--- src/rtl/alu_req_sequencer.sv ---
// Round-robin sequencer sharing one registered RV32I ALU between two requesters.
// Decodes funct3/funct7[5], tracks the ALU's one-cycle latency, returns results under valid/ready.
module alu_req_sequencer #(
  parameter int unsigned XLEN   = 32,
  parameter int unsigned CTRL_W = 4
) (
  input  logic              clk,
  input  logic              reset,
  input  logic              req0_valid,
  output logic              req0_ready,
  input  logic [2:0]        req0_funct3,
  input  logic              req0_funct7_5,
  input  logic              req0_is_imm,
  input  logic [XLEN-1:0]   req0_srca,
  input  logic [XLEN-1:0]   req0_srcb,
  input  logic              req1_valid,
  output logic              req1_ready,
  input  logic [2:0]        req1_funct3,
  input  logic              req1_funct7_5,
  input  logic              req1_is_imm,
  input  logic [XLEN-1:0]   req1_srca,
  input  logic [XLEN-1:0]   req1_srcb,
  output logic [XLEN-1:0]   alu_srca,
  output logic [XLEN-1:0]   alu_srcb,
  output logic [CTRL_W-1:0] alu_ctrl,
  input  logic [XLEN-1:0]   alu_result,
  output logic              rsp_valid,
  input  logic              rsp_ready,
  output logic              rsp_id,
  output logic [XLEN-1:0]   rsp_data,
  output logic              busy
);

  typedef enum logic [1:0] {StIdle, StExec, StCapt, StResp} state_e;

  state_e            state_q, state_d;
  logic              last_grant_q;
  logic [XLEN-1:0]   alu_srca_q, alu_srcb_q, rsp_data_q;
  logic [CTRL_W-1:0] alu_ctrl_q;
  logic              rsp_valid_q, rsp_id_q;

  logic              grant0, grant1, transfer;
  logic [2:0]        sel_funct3;
  logic              sel_funct7_5, sel_is_imm;
  logic [XLEN-1:0]   sel_srca, sel_srcb, proc_srcb;
  logic [CTRL_W-1:0] dec_ctrl;

  // When both are valid, the requester that did not win last time gets the ALU.
  always_comb begin
    grant0     = req0_valid & (~req1_valid | last_grant_q);
    grant1     = req1_valid & (~req0_valid | ~last_grant_q);
    req0_ready = ~reset & (state_q == StIdle) & grant0;
    req1_ready = ~reset & (state_q == StIdle) & grant1;
    transfer   = req0_ready | req1_ready;
  end

  always_comb begin
    sel_funct3   = grant1 ? req1_funct3   : req0_funct3;
    sel_funct7_5 = grant1 ? req1_funct7_5 : req0_funct7_5;
    sel_is_imm   = grant1 ? req1_is_imm   : req0_is_imm;
    sel_srca     = grant1 ? req1_srca     : req0_srca;
    sel_srcb     = grant1 ? req1_srcb     : req0_srcb;
  end

  always_comb begin
    dec_ctrl  = '0;
    proc_srcb = sel_srcb;
    unique case (sel_funct3)
      3'b000: dec_ctrl = (sel_funct7_5 & ~sel_is_imm) ? CTRL_W'(4'b1001) : CTRL_W'(4'b0000);
      3'b001: dec_ctrl = CTRL_W'(4'b0001);
      3'b010: dec_ctrl = CTRL_W'(4'b0010);
      3'b011: dec_ctrl = CTRL_W'(4'b0011);
      3'b100: dec_ctrl = CTRL_W'(4'b0100);
      3'b101: dec_ctrl = sel_funct7_5 ? CTRL_W'(4'b1101) : CTRL_W'(4'b0101);
      3'b110: dec_ctrl = CTRL_W'(4'b0110);
      3'b111: dec_ctrl = CTRL_W'(4'b0111);
      default: dec_ctrl = '0;
    endcase
    // Shifts only consume the low five bits of the shift amount.
    if (sel_funct3 == 3'b001 || sel_funct3 == 3'b101) begin
      proc_srcb = {{(XLEN-5){1'b0}}, sel_srcb[4:0]};
    end
  end

  always_comb begin
    state_d = state_q;
    unique case (state_q)
      StIdle:  if (transfer) state_d = StExec;
      StExec:  state_d = StCapt;
      StCapt:  state_d = StResp;
      StResp:  if (rsp_ready) state_d = StIdle;
      default: state_d = StIdle;
    endcase
  end

  always_ff @(posedge clk or posedge reset) begin
    if (reset) begin
      state_q      <= StIdle;
      last_grant_q <= 1'b1;
      alu_srca_q   <= '0;
      alu_srcb_q   <= '0;
      alu_ctrl_q   <= '0;
      rsp_valid_q  <= 1'b0;
      rsp_id_q     <= 1'b0;
      rsp_data_q   <= '0;
    end else begin
      state_q <= state_d;
      if (transfer) begin
        alu_srca_q   <= sel_srca;
        alu_srcb_q   <= proc_srcb;
        alu_ctrl_q   <= dec_ctrl;
        rsp_id_q     <= grant1;
        last_grant_q <= grant1;
      end
      // The ALU sampled its operands on the EXEC edge; its result is valid in CAPT.
      if (state_q == StCapt) begin
        rsp_data_q  <= alu_result;
        rsp_valid_q <= 1'b1;
      end else if (state_q == StResp && rsp_ready) begin
        rsp_valid_q <= 1'b0;
      end
    end
  end

  assign alu_srca  = alu_srca_q;
  assign alu_srcb  = alu_srcb_q;
  assign alu_ctrl  = alu_ctrl_q;
  assign rsp_valid = rsp_valid_q;
  assign rsp_id    = rsp_id_q;
  assign rsp_data  = rsp_data_q;
  assign busy      = (state_q != StIdle);

endmodule
--- config.mk ---
export PLATFORM = sky130hd
export DESIGN_NAME = alu_req_sequencer
export DESIGN_NICKNAME = d
export VERILOG_FILES = /design/src/rtl/alu_req_sequencer.sv
export SDC_FILE = /design/constraint.sdc
export NUM_CORES = 1
export LEC_CHECK = 0
export ABC_AREA = 1
export CAP_MARGIN = 10
export CELL_PAD_IN_SITES_DETAIL_PLACEMENT = 0
export CELL_PAD_IN_SITES_GLOBAL_PLACEMENT = 1
export CORE_AREA = 2 2 147 149
export DETAILED_ROUTE_END_ITERATION = 6
export DIE_AREA = 0 0 149 151
export PLACE_DENSITY_LB_ADDON = 0.1
export SLEW_MARGIN = 20
export SYNTH_ARGS = -nofsm -noshare
export SYNTH_HDL_FRONTEND = slang
export SYNTH_SLANG_ARGS = --single-unit
--- constraint.sdc ---
create_clock -name clk -period 3.02 [get_ports clk]
set_clock_uncertainty 0.05 [all_clocks]
set_input_delay 0.453 -clock clk [delete_from_list [all_inputs] [get_ports clk]]
set_output_delay 0.453 -clock clk [all_outputs]
set_load 0.05 [all_outputs]
=== Word level (Yosys, flattened, before mapping) ===
Index checks and enable logic that the tools add are counted.

* Bitwise logic cells: 14
* Reduce and logical (&&, ||, !) cells: 7
* Mux-type cells: 14
* Equal/unequal tests: 12

{| class="wikitable"
|+ Operators with widths
! kind !! number
|-
| 32-bit two-way mux || 3
|-
| 4-bit case mux with 8 select lines || 1
|-
| 3-bit == test (second input constant) || 4
|-
| 4-bit two-way mux || 2
|-
| 2-bit case mux with 4 select lines || 1
|-
| 1-bit AND || 6
|-
| 3-bit by 2-bit == test with 1-bit output (second input constant) || 2
|-
| 1-bit NOT || 5
|-
| 2-bit == test (second input constant) || 2
|-
| 1-bit two-way mux || 4
|-
| 2-bit two-way mux || 2
|-
| 2-bit != test (second input constant) || 2
|-
| 2-bit nonzero test || 2
|-
| 3-bit by 1-bit == test with 1-bit output (second input constant) || 1
|-
| 3-bit zero test || 1
|-
| 3-bit two-way mux || 1
|-
| 1-bit bitwise OR || 3
|-
| 2-bit by 1-bit == test with 1-bit output (second input constant) || 1
|-
| 2-bit zero test || 1
|-
| 2-bit AND reduction || 1
|-
| 1-bit logical AND || 1
|-
| 1-bit logical OR || 1
|}

* Register bits: 105
* Input bits: 175
* Logic and storage cells: 55
* Output and inout bits: 105

=== Logic depth before layout (Yosys ltp) ===
Gate-level depths: netlist of the first run.

* Depth after elaboration: 8
* Gate-level depth with buffers: 10
* Depth with buffers taken out: 9

=== Least setup slack after synthesis of the first run ===
No wires, ideal clock.

* Path kind: register -> output
* Start: register state_q[0]
* End: output req1_ready
* Path slack: 0.824 ns
* Arrival: 1.693 ns
* Buffers on the path: 1
* Required time: 2.517 ns
* Stages on the path, launching flop included: 8
* Cells stage by stage: dfrtp_1 inv_1 ha_1 inv_1 nor2_2 nand3_2 clkbuf_1 inv_1

* Cells in the longest elaborated chain, start to end: 3

{| class="wikitable"
|+ RTL lines
! element !! line !! RTL
|-
| start: declaration || 36 || <nowiki>state_e state_q, state_d;</nowiki>
|-
| start signal: assignment || 98 || <nowiki>state_q <= StIdle;</nowiki>
|-
| start signal: assignment || 107 || <nowiki>state_q <= state_d;</nowiki>
|-
| 2-bit zero test || 53 || <nowiki>req1_ready = ~reset & (state_q == StIdle) & grant1;</nowiki>
|-
| 1-bit AND (2 in a row) || 53 ||
|-
| end: declaration || 17 || <nowiki>output logic req1_ready,</nowiki>
|}

No other way between the ends.

=== Worst setup path after layout of the first run ===
* Start: register state_q[0]
* End: output req0_ready

* Cells in the longest elaborated chain, start to end: 3

{| class="wikitable"
|+ RTL lines
! element !! line !! RTL
|-
| 2-bit zero test || 52 || <nowiki>req0_ready = ~reset & (state_q == StIdle) & grant0;</nowiki>
|-
| 1-bit AND (2 in a row) || 52 ||
|-
| end: declaration || 10 || <nowiki>output logic req0_ready,</nowiki>
|}

No other way between the ends.

==> results.md, run 1 <==
Global route:
- Global routing consumed, over all layers together, 15.4% of the routing resources.
- The initial antenna violation count was 1.
- The number of global-route vias before repair is 5078.
- The global-route wire length before repair is 27000 um.
- The pin count of the biggest net entering global routing is 68.
- After global routing the overflow that remains totals 0.

Drt:
- For this block, the initial DRC count from the detailed router was 178.
- In the final routed layout, each cell accounts on average for 15.6 um.
- The residual antenna-violating net count after detailed routing is 0.
- In the routed design, unresolved DRC markers number 0.
- The routed layout has 5124 vias.
- The iteration count of the initial detailed-routing pass is 5.
- Wires add up to 17900 um.
- Dividing the detail-routed via count by the number of cells gives 4.48.

Final layout:
- The fraction of final layout cells with drive strength greater than 1 is 4.61%.
- The synthesis-to-layout area growth is 68.1%.
- The most common library cell in the layout ignoring fill and taps is clkdlybuf4s50_1.
- In the layout the commonest cells are clkdlybuf4s50_1, nand2_1, dfrtp_1, nand3_1, nor2_1.
- The number of antenna diodes in the final layout is 0.
- The final-stage net count is 1042.
- The post-route core utilization is 40.1%.

Timing:
- Of the available clock period, the critical path in the final layout requires 82.3%.
- The remaining max-slew budget at the tightest pin is 31.6%.
- The number of hold-slack violations in the final timing report is 0.
- The number of endpoints failing setup at the final stage is 0.
- The aggregate negative setup slack is 0 ps.
- The number of pins with negative max-slew slack in the final report came to 0.
- For this run, the top clock speed supported by timing is 403 MHz.
- The minimum clock period is 2480 ps.
- The actual transition at the worst max-transition pin is 1020 ps.
- Setup repair after global routing left no endpoint under its margin.

Floorplanning:
- For this design the top-level I/O count stands at 280.
- The floorplan step set the die width to 149 um.
- The die footprint is 0.0225 mm^2.
- Row generation in the floorplan step produced 53 rows.
- The die is 151 um tall.
- The initial core utilization is 23.9%.
- The core outline area is 0.0208 mm^2.

Clocking:
- The clock net in this run drives a total of 105 sinks.
- The count of cells resized by post-cts repair is 0.
- The count of hold buffers inserted by post-cts repair is 0.
- The clock insertion delay at the later pin of the skew report is 340 ps.
- The CTS tree is done.
- Clock-pin slew was measured on the worst setup and hold paths at 70 ps.
- Counting the buffers created by CTS gives 9.
- The deepest clock path buffer count is 2.
- In this run the clock root is driven by a clkbuf_16.
- The H-tree was split into 3 levels.
- After clock tree synthesis, the setup repair step added 0 buffers.

Job:
- Max-cap violations in this run came to 0.

Synth:
- The Yosys step of the flow raised 0 warnings.
- The share of the Yosys chip area taken by registers is 52.9%.
- Averaged over all synthesized cells, the footprint is 8.20 um^2.
- Yosys attributes the largest share of cell area to dfrtp_1, nand2_1, nand3_1.
- In this run, distinct cell masters in the synthesized netlist total 22.
- The number of flip-flops and latches in the synthesized netlist is 105.
- Summing every instance area after synthesis gives 0.00497 mm^2.
- The share of the synthesized area in the top cell type is 52.4%.
- Summed over all instances, the cell type with the most area after synthesis is dfrtp_1.
- The net count after synthesis is 785.
- In the synthesized netlist, the number of instances is 606.

Hold path:
- The worst hold path belongs to the class register to register.

Pwr:
- The leakage dissipation is 3.70 nW.
- IR analysis of the VDD net gives a maximum drop of 333 uV.
- In this run the power density over the cells is 1150 mW/mm^2.

Placed design:
- The final HPWL from detailed placement is 12900 um.
- In this run the tool buffered the top-level ports with 279 buffer cells.
- The weighted congestion reported at the end of routability-driven placement is 0.766.

Critical path:
- At the worst endpoint, the arrival time is 1980 ps.
- The startpoint kind of the worst setup timing path is a register.
- Setup slack on the worst reg-to-reg path comes out at 710 ps.
- The kind of end point of the critical path is a primary output.
- For the worst setup path, the data required time is 2520 ps.
- In this run the worst path has a maximum fanout of 15.
- The critical path class is register to primary output.

Run status:
- The run finished with clean final reports.
[final timing paths]
| path | startpoint | to | cells past startpoint |
|---|---|---|---|
| worst max-delay path | state_q[0]$_DFFE_PP0P_ | req0_ready | 7 |
| worst min-delay path | rsp_data[23]$_DFFE_PP0P_ | rsp_data[23]$_DFFE_PP0P_ | 2 |
| worst max register to register | state_q[0]$_DFFE_PP0P_ | alu_srca[12]$_DFFE_PP0P_ | 9 |
| worst min register to register | rsp_data[23]$_DFFE_PP0P_ | rsp_data[23]$_DFFE_PP0P_ | 2 |
| max in group asynchronous | reset | state_q[1]$_DFFE_PP0P_ | 3 |
| min in group asynchronous | reset | alu_srca[27]$_DFFE_PP0P_ | 2 |
[area by class of cell]
cell class | instances | area (um^2)
clock inverters | 7 | 98.8
fillers | 2122 | 12500
multi-input cells | 413 | 1960
well taps | 275 | 344
repair buffers | 291 | 2940
inverters | 43 | 165
flip-flops and latches | 105 | 2630
clock buffers | 9 | 225
[power by group]
part / switching (mW) / leakage [nW] / internal [mW]
clock network: 0.568 / 0.157 / 0.736
registers: 0.390 / 1.25 / 2.12
logic: 3.89 / 2.29 / 1.91
[layer usage]
metal  vias to the layer above  part of all wire (%)  track usage [%]
li1                       2498                     -                -
met3                        22                   9.5             5.54
met2                       204                    45             24.1
met5                         -                     0                0
met1                      2400                    43             19.6
met4                         0                   2.3             5.81
[flip-flops by register name (all words and copies together) (netlist names)]
signal        flops
rsp_data         32
alu_srca         32
last_grant_q      1
state_q           2
alu_ctrl          4
rsp_valid         1
rsp_id            1
alu_srcb         32
[per-stage QoR]
stage,power (mW),setup WS [ps],cells,hold WS (ps),instance area [um^2]
floorplan,6.26,824,606,431,4970
global placement,8.33,542,1127,403,8030
detailed placement,8.40,500,1127,410,8030
CTS,9.75,503,1143,426,8350
global route,10.2,369,1143,443,8350
finish,9.62,536,1143,420,8350
[worst max-delay path, cell delays in order (launching register included)]
cell and delay (ps):
dfrtp_1 400, inv_1 120, ha_1 190, inv_1 70
nor2_2 130, nand3_2 330, inv_1 240, buf_12 160
[logic make-up (layout without fill, tap and decap cells)]
group	after synthesis	in the layout	share of synthesized area, %
AOI/OAI and AO/OA	96	96	12.0
adders and majority gates	4	4	1.01
buffers and inverters	88	350	7.81
DFF	105	105	52.9
and+or+nand+nor	313	313	26.3
[synth_stat cells]
library cell    n
nand3_1        69
nand2_4         1
o211ai_1       27
dfstp_2         1
nor2_1         49
ha_1            4
clkbuf_1       12
nor2_2          1
buf_6           1
buf_2          28
o21ai_0         2
dfrtp_1       104
nand2_2         2
nor2_4          1
nand3_2         2
inv_1          43
buf_4           4
a31oi_1        37
o21ai_1        27
nand3b_1        3
a21oi_1         3
nand2_1       185
Power figures use the tool's default switching activity.
==> run 2, diff against run 1 <==
CORE_AREA = 2 2 139 141   (was 2 2 147 149)
DIE_AREA = 0 0 141 143   (was 0 0 149 151)
clock period = 2.4 ns   (was 3.02 ns; I/O delays follow)
==> results.md, run 2 (synthesis results as in run 1) <==
Run status:
- The run finished with clean final reports.

Drt:
- For this block, the routed nets add up to 16800 um of wire.
- After detailed routing, the average wire length per cell comes to 15.1 um.
- The residual antenna-violating net count after detailed routing is 0.
- The iteration count of the initial detailed-routing pass is 4.
- The detailed router finished its first iteration with 217 violations.
- The overall via count from detail_route is 4986.
- The ratio of routed vias to standard cells is 4.49.
- The final routed DRC violation total is 0.

Floorplanning:
- The die is 143 um tall.
- After floorplanning, the core was sized to cover 0.0186 mm^2.
- In this run the count of I/O pins placed on the die edge is 280.
- The floorplan has 50 rows.
- The floorplan step defined a die boundary enclosing 0.0202 mm^2.
- From left edge to right edge, the die measures 141 um.
- The initial core utilization is 26.7%.

Global route:
- The initial antenna violation count was 0.
- The first global-routing pass estimated 26500 um of wire.
- The total overflow left after global routing is 0.
- Entering global routing, the biggest net connects 62 pins.
- The number of global-route vias before repair is 4986.
- The global router's overall resource usage is 16.7%.

Critical path:
- The critical register-to-register path startpoint is state_q[0]$_DFFE_PP0P_.
- The critical path is of the register to primary output type.
- The startpoint kind of the worst setup timing path is a register.
- The internal reg-to-reg setup slack is 420 ps.
- Walking the worst path, the cells encountered are inv_1 -> ha_1 -> inv_1 -> nor2_4 -> nand3_4 -> buf_12 -> inv_1 -> buf_12.
- Data on the critical path is required at its endpoint by 1990 ps.
- Tracing the worst setup path back leads to its startpoint at state_q[0]$_DFFE_PP0P_.
- STA classifies the critical path endpoint as a primary output.
- The biggest fanout along the worst timing path is 13.
- For the worst setup path, the data arrival time is 1830 ps.
- The cell with the largest stage delay on the worst path is dfrtp_1.
- The cell repeated most along the worst path is inv_1.
- The peak per-stage delay on the critical path is 400 ps.
- The number of cells traversed by the worst register-to-register path is 9.

Final layout:
- Cells with a size suffix above 1 make up 5.82% of the layout.
- The synthesis-to-layout area growth is 68.3%.
- The non-filler instance count after layout is 1111.
- The library cells used most frequently in the layout, excluding fill and tap cells, are clkdlybuf4s50_1, nand2_1, dfrtp_1, nand3_1, nor2_1.
- The number of antenna diodes in the final layout is 0.
- The library cell used most frequently in the layout, excluding fill and tap cells, is clkdlybuf4s50_1.
- The layout has 1833 filler cells.
- After the last flow step, the layout net total stands at 1051.

Pwr:
- The leakage dissipation is 3.72 nW.
- In this run the power density over the cells is 1420 mW/mm^2.
- The worst-case IR drop observed on VDD is 646 uV.

Placed design:
- The number of port buffers is 279.
- The post-placement worst setup slack is 282 ps.
- The wire-length estimate of the detail-placed layout is 12500 um.
- The number of placed instances, taps included, is 1091.
- The weighted congestion reported at the end of routability-driven placement is 0.774.

Hold path:
- The start point of the worst min-delay path is rsp_data[30]$_DFFE_PP0P_.
- The path class of the tightest hold or removal check is register to register.
- The number of instances on the worst hold path is 2.

Job:
- Max-cap violations in this run came to 0.

Timing:
- The final-layout worst hold slack is 424 ps.
- Of the available clock period, the critical path in the final layout requires 93.5%.
- The minimum clock period is 2240 ps.
- At the pin with the least slew margin, the transition time is 587 ps.
- The worst path setup slack after routing is 156 ps.
- The maximum frequency from static timing analysis is 446 MHz.
- The number of hold-slack violations in the final timing report is 0.
- Setup violations remaining at the end of the flow were counted as 0.
- The number of pins with negative max-slew slack in the final report is 0.
- Measured against its own limit, the worst slew margin works out to 60.8%.

Clocking:
- Clock-pin slew was measured on the worst setup and hold paths at 80 ps.
- The clock sink count is 105.
- The deepest clock path buffer count is 2.
- The clock root buffer is clkbuf_16.
- The number of levels the H-tree was split into is 3.
- At the later pin of the worst-skew pair, clock insertion delay measures 350 ps.
- The CTS tree is done.
- Buffers inserted during clock tree synthesis total 9.
run 2: worst max-delay path, delay by kind of cell (launching register included):
kind	cells	cell delay, ps
flops	1	400
simple gates	2	260
fa+ha+maj	1	190
buf+inv	5	610
run 2: repair_timing:
| action | CTS | global route |
|---|---|---|
| resized for setup | 0 | 7 |
| endpoints found under the setup margin | 0 | 2 |
| setup buffers | 0 | 4 |
| endpoints found under the hold margin | 0 | 0 |
| hold buffers | 0 | 0 |
run 2: path summary, 6_finish.rpt:
kind | endpoint
max in group asynchronous | alu_srca[29]$_DFFE_PP0P_
hold reg to reg | rsp_data[30]$_DFFE_PP0P_
min in group asynchronous | rsp_data[9]$_DFFE_PP0P_
setup / recovery | req1_ready
setup reg to reg | alu_srca[11]$_DFFE_PP0P_
hold / removal | rsp_data[30]$_DFFE_PP0P_
run 2: area by class of cell:
| cell class | count | area, um^2 | share of cell area (%) |
|---|---|---|---|
| tap | 234 | 293 | 3.50 |
| sequential | 105 | 2630 | 31.4 |
| multi-input combinational | 413 | 1970 | 23.6 |
| timing repair buffer | 300 | 3030 | 36.2 |
| clock inverter | 7 | 51.3 | 0.613 |
| clock buffer | 9 | 225 | 2.69 |
| inverter | 43 | 165 | 1.98 |
run 2: metrics by stage:
| step | setup TNS [ps] | total power, mW | instance area (um^2) | utilization [%] |
|---|---|---|---|---|
| 2_1_floorplan | 0 | 7.88 | 4970 | - |
| 3_3_place_gp | 0 | 10.5 | 8030 | 43.2 |
| 3_5_place_dp | 0 | 10.6 | 8030 | 43.2 |
| 4_1_cts | 0 | 12.0 | 8300 | 44.7 |
| 5_1_grt | -1.43 | 12.6 | 8360 | 45.0 |
| 6_report | 0 | 11.9 | 8360 | 45.0 |
run 2: layer usage:
| metal | up-vias | global-route usage, % | part of all wire (%) |
|---|---|---|---|
| li1 | 2515 | - | - |
| met1 | 2264 | 20.7 | 43 |
| met2 | 180 | 27.2 | 47 |
| met3 | 27 | 5.16 | 7.4 |
| met4 | 0 | 7.11 | 2.9 |
| met5 | - | 0 | 0 |
run 2: report_power, final:
part / switching (mW) / internal [mW] / total [mW]
clock network: 0.702 / 0.712 / 1.41
registers: 0.485 / 2.67 / 3.16
logic: 4.87 / 2.45 / 7.32
total: 6.05 / 5.84 / 11.9
==> run 3, diff against run 2 <==
==> constraint.sdc (replaced) <==
create_clock -name clk -period 2.35 [get_ports clk]
set_clock_uncertainty 0.05 [all_clocks]
set_input_delay 0.3525 -clock clk [delete_from_list [all_inputs] [get_ports clk]]
set_output_delay 0.3525 -clock clk [all_outputs]
set_load 0.02 [all_outputs]
==> results.md, run 3 (synthesis results as in run 1) <==
Run status:
- The flow ran to the end, and the final reports show no timing, DRC or antenna violations.

Timing:
- The share of the clock period used by the worst path after layout is 92.3%.
- The number of endpoints failing setup at the final stage is 0.
- The number of hold-slack violations in the final timing report is 0.
- Setup repair after global routing left no endpoint under its margin.
- Across all hold checks on the routed design, the worst slack comes to 422 ps.
- The maximum frequency from static timing analysis is 461 MHz.
- The number of pins with negative max-slew slack in the final report came to 0.
- The actual transition at the worst max-transition pin is 643 ps.
- After routing, the total negative slack on setup checks comes to 0 ps.
- The minimum clock period is 2170 ps.
- In this run the tightest slew margin relative to its limit is 57.1%.

Floorplanning:
- The die footprint is 0.0202 mm^2.
- The initialized floorplan defines 50 standard-cell rows.
- The die is 141 um wide.
- The initial utilization of the core area, before any placement, comes to 26.7%.
- The core outline area is 0.0186 mm^2.
- The die height is 143 um.
- In this run the count of I/O pins placed on the die edge is 280.

Clocking:
- The number of buffers created by CTS is 9.
- Clock-pin slew was measured on the worst setup and hold paths at 70 ps.
- The count of hold buffers inserted by post-cts repair is 0.
- The deepest clock path buffer count is 2.
- The clock root buffer is clkbuf_16.
- The CTS tree is done.
- Once the clock tree was built, the setup fixing pass inserted 0 buffers.
- The clock insertion delay at the later pin of the skew report is 340 ps.
- The H-tree was split into 3 levels.
- The clock sink count is 105.

Drt:
- The final routed DRC violation total is 0.
- Once detail routing completed, the nets flagged for antenna violations numbered 0.
- The iteration count of the initial detailed-routing pass is 5.
- The violation count after the first detailed-route iteration is 156.
- The ratio of routed vias to standard cells is 4.53.
- In the final routed layout, each cell accounts on average for 15.0 um.
- The overall via count from detail_route is 5003.
- The routed wire length is 16600 um.

Hold path:
- The type of the tightest min-delay check is register to register.
- The number of instances on the worst hold path is 2.

Pwr:
- The part of the power in registers is 32.1%.
- IR analysis of the VDD net gives a maximum drop of 395 uV.
- Net switching is 40.6% of the power.
- The power per cell area is 1210 mW/mm^2.
- The internal power of the cells is 5.95 mW.
- For this design the static power due to leakage is 3.70 nW.
- The combinational share of power is 53.7%.
- The switching power is 4.07 mW.
- The clock network is responsible for 14.2% of the overall power.

Placed design:
- The count of buffers added on input and output ports is 279.
- The final HPWL from detailed placement is 12300 um.
- The weighted congestion reported at the end of routability-driven placement is 0.779.

Final layout:
- For this run, the share of the core covered by cells in the final layout is 44.7%.
- The most common library cell in the layout ignoring fill and taps is clkdlybuf4s50_1.
- Counting the fill cells in the layout gives 1834.
- The number of diodes added for antenna fixing is 0.
- After the last flow step, the layout net total stands at 1045.
- Relative to the synthesized area, the layout overhead comes to 67.0%.
- In the layout the commonest cells are clkdlybuf4s50_1, nand2_1, dfrtp_1, nand3_1, nor2_1.
- Of the cells placed in the final design, the portion with a size suffix greater than 1 is 4.71%.

Global route:
- The routing usage on met3 is 4.59%.
- The met2 capacity usage during global routing is 27.7%.
- The final global-route overflow total is 0.
- Global routing used 16.4% of the available tracks across all layers.
- The first global-routing pass estimated 26000 um of wire.
- The initial antenna violation count is 0.
- The met1 track demand over resource in global routing is 20.1%.
- After global routing, the most crowded layer is met2.
- The number of global-route vias before repair came to 4982.
- Entering global routing, the biggest net connects 66 pins.

Critical path:
- The buffer and inverter count on the worst path is 4.
- The slowest stage of the critical path is the dfrtp_1 cell.
- The biggest fanout along the worst timing path is 3.
- Grouping stages by cell kind, the critical path spends the most delay in buffers and inverters.
- The startpoint kind of the worst setup timing path is a register.
- The data required time at the worst endpoint is 1950 ps.
- Among the stages of the critical path, the cell type that occurs most often is inv_1.
- Walking the worst path, the cells encountered are inv_1 -> ha_1 -> inv_1 -> nor2_2 -> nand3_2 -> inv_1 -> clkdlybuf4s15_1.
- For the worst setup path, the data arrival time is 1770 ps.
- The largest single stage delay on the critical path is 400 ps.
- Counting buffers and inverters, the worst setup path is 7 cells deep.
- The kind of end point of the critical path is a primary output.
- The critical path class is register to primary output.
- The number of cells traversed by the worst register-to-register path is 10.

Job:
- The number of violations of the max-capacitance limit is 0.
## run 3: worst reg2reg max path, delay by kind of cell, from the launching register on
family                     cells  cell delay (ps)
AOI/OAI and AO/OA              1              150
adders and majority gates      1              200
and+or+nand+nor                4              520
DFF                            1              400
buffers and inverters          4              710
## run 3: layout make-up
class | count | area, um^2 | share of cell area, %
repair buffers | 294 | 2980 | 36.0
inverters | 43 | 165 | 1.99
clock buffers | 10 | 229 | 2.76
multi-input cells | 413 | 1960 | 23.6
well taps | 234 | 293 | 3.53
flip-flops and latches | 105 | 2630 | 31.7
clock inverters | 6 | 41.3 | 0.498
## run 3: worst paths after layout
path | startpoint | endpoint | slack (ps)
setup / recovery | state_q[0]$_DFFE_PP0P_ | req1_ready | 180
hold / removal | rsp_id$_DFFE_PP0P_ | rsp_id$_DFFE_PP0P_ | 420
setup reg to reg | state_q[0]$_DFFE_PP0P_ | alu_srcb[1]$_DFFE_PP0P_ | 260
hold reg to reg | rsp_id$_DFFE_PP0P_ | rsp_id$_DFFE_PP0P_ | 420
max in group asynchronous | reset | last_grant_q$_DFFE_PP1P_ | 1210
min in group asynchronous | reset | alu_srcb[21]$_DFFE_PP0P_ | 440
## run 3: stage by stage
stage	cells	worst slack [ps]	instance area, um^2	power [mW]
floorplan	606	570	4970	6.03
global placement	1089	105	8030	8.63
detailed placement	1089	110	8030	8.73
CTS	1105	105	8300	10.2
global route	1105	15.7	8300	10.8
finish	1105	182	8300	10.0
## run 3: metal layers
layer / part of all wire (%) / routed length, um
met1: 42 / 7030
met2: 49 / 8100
met3: 7.1 / 1180
met4: 1.8 / 298
met5: 0 / 0
## run 3: repair_timing
action / 4_1_cts / 5_1_grt
setup endpoints to repair: 2 / 2
cloned: 0 / 0
gates resized for setup: 2 / 3
## run 3: power groups by stage
| stage | sequential (mW) | combinational [mW] | clock (mW) |
|---|---|---|---|
| after floorplan | 4.30 | 1.73 | 0 |
| after global placement | 3.23 | 5.40 | 0 |
| after detailed placement | 3.25 | 5.48 | 0 |
| after CTS | 3.23 | 5.48 | 1.48 |
| after global routing | 3.34 | 5.88 | 1.56 |
| final | 3.22 | 5.38 | 1.42 |
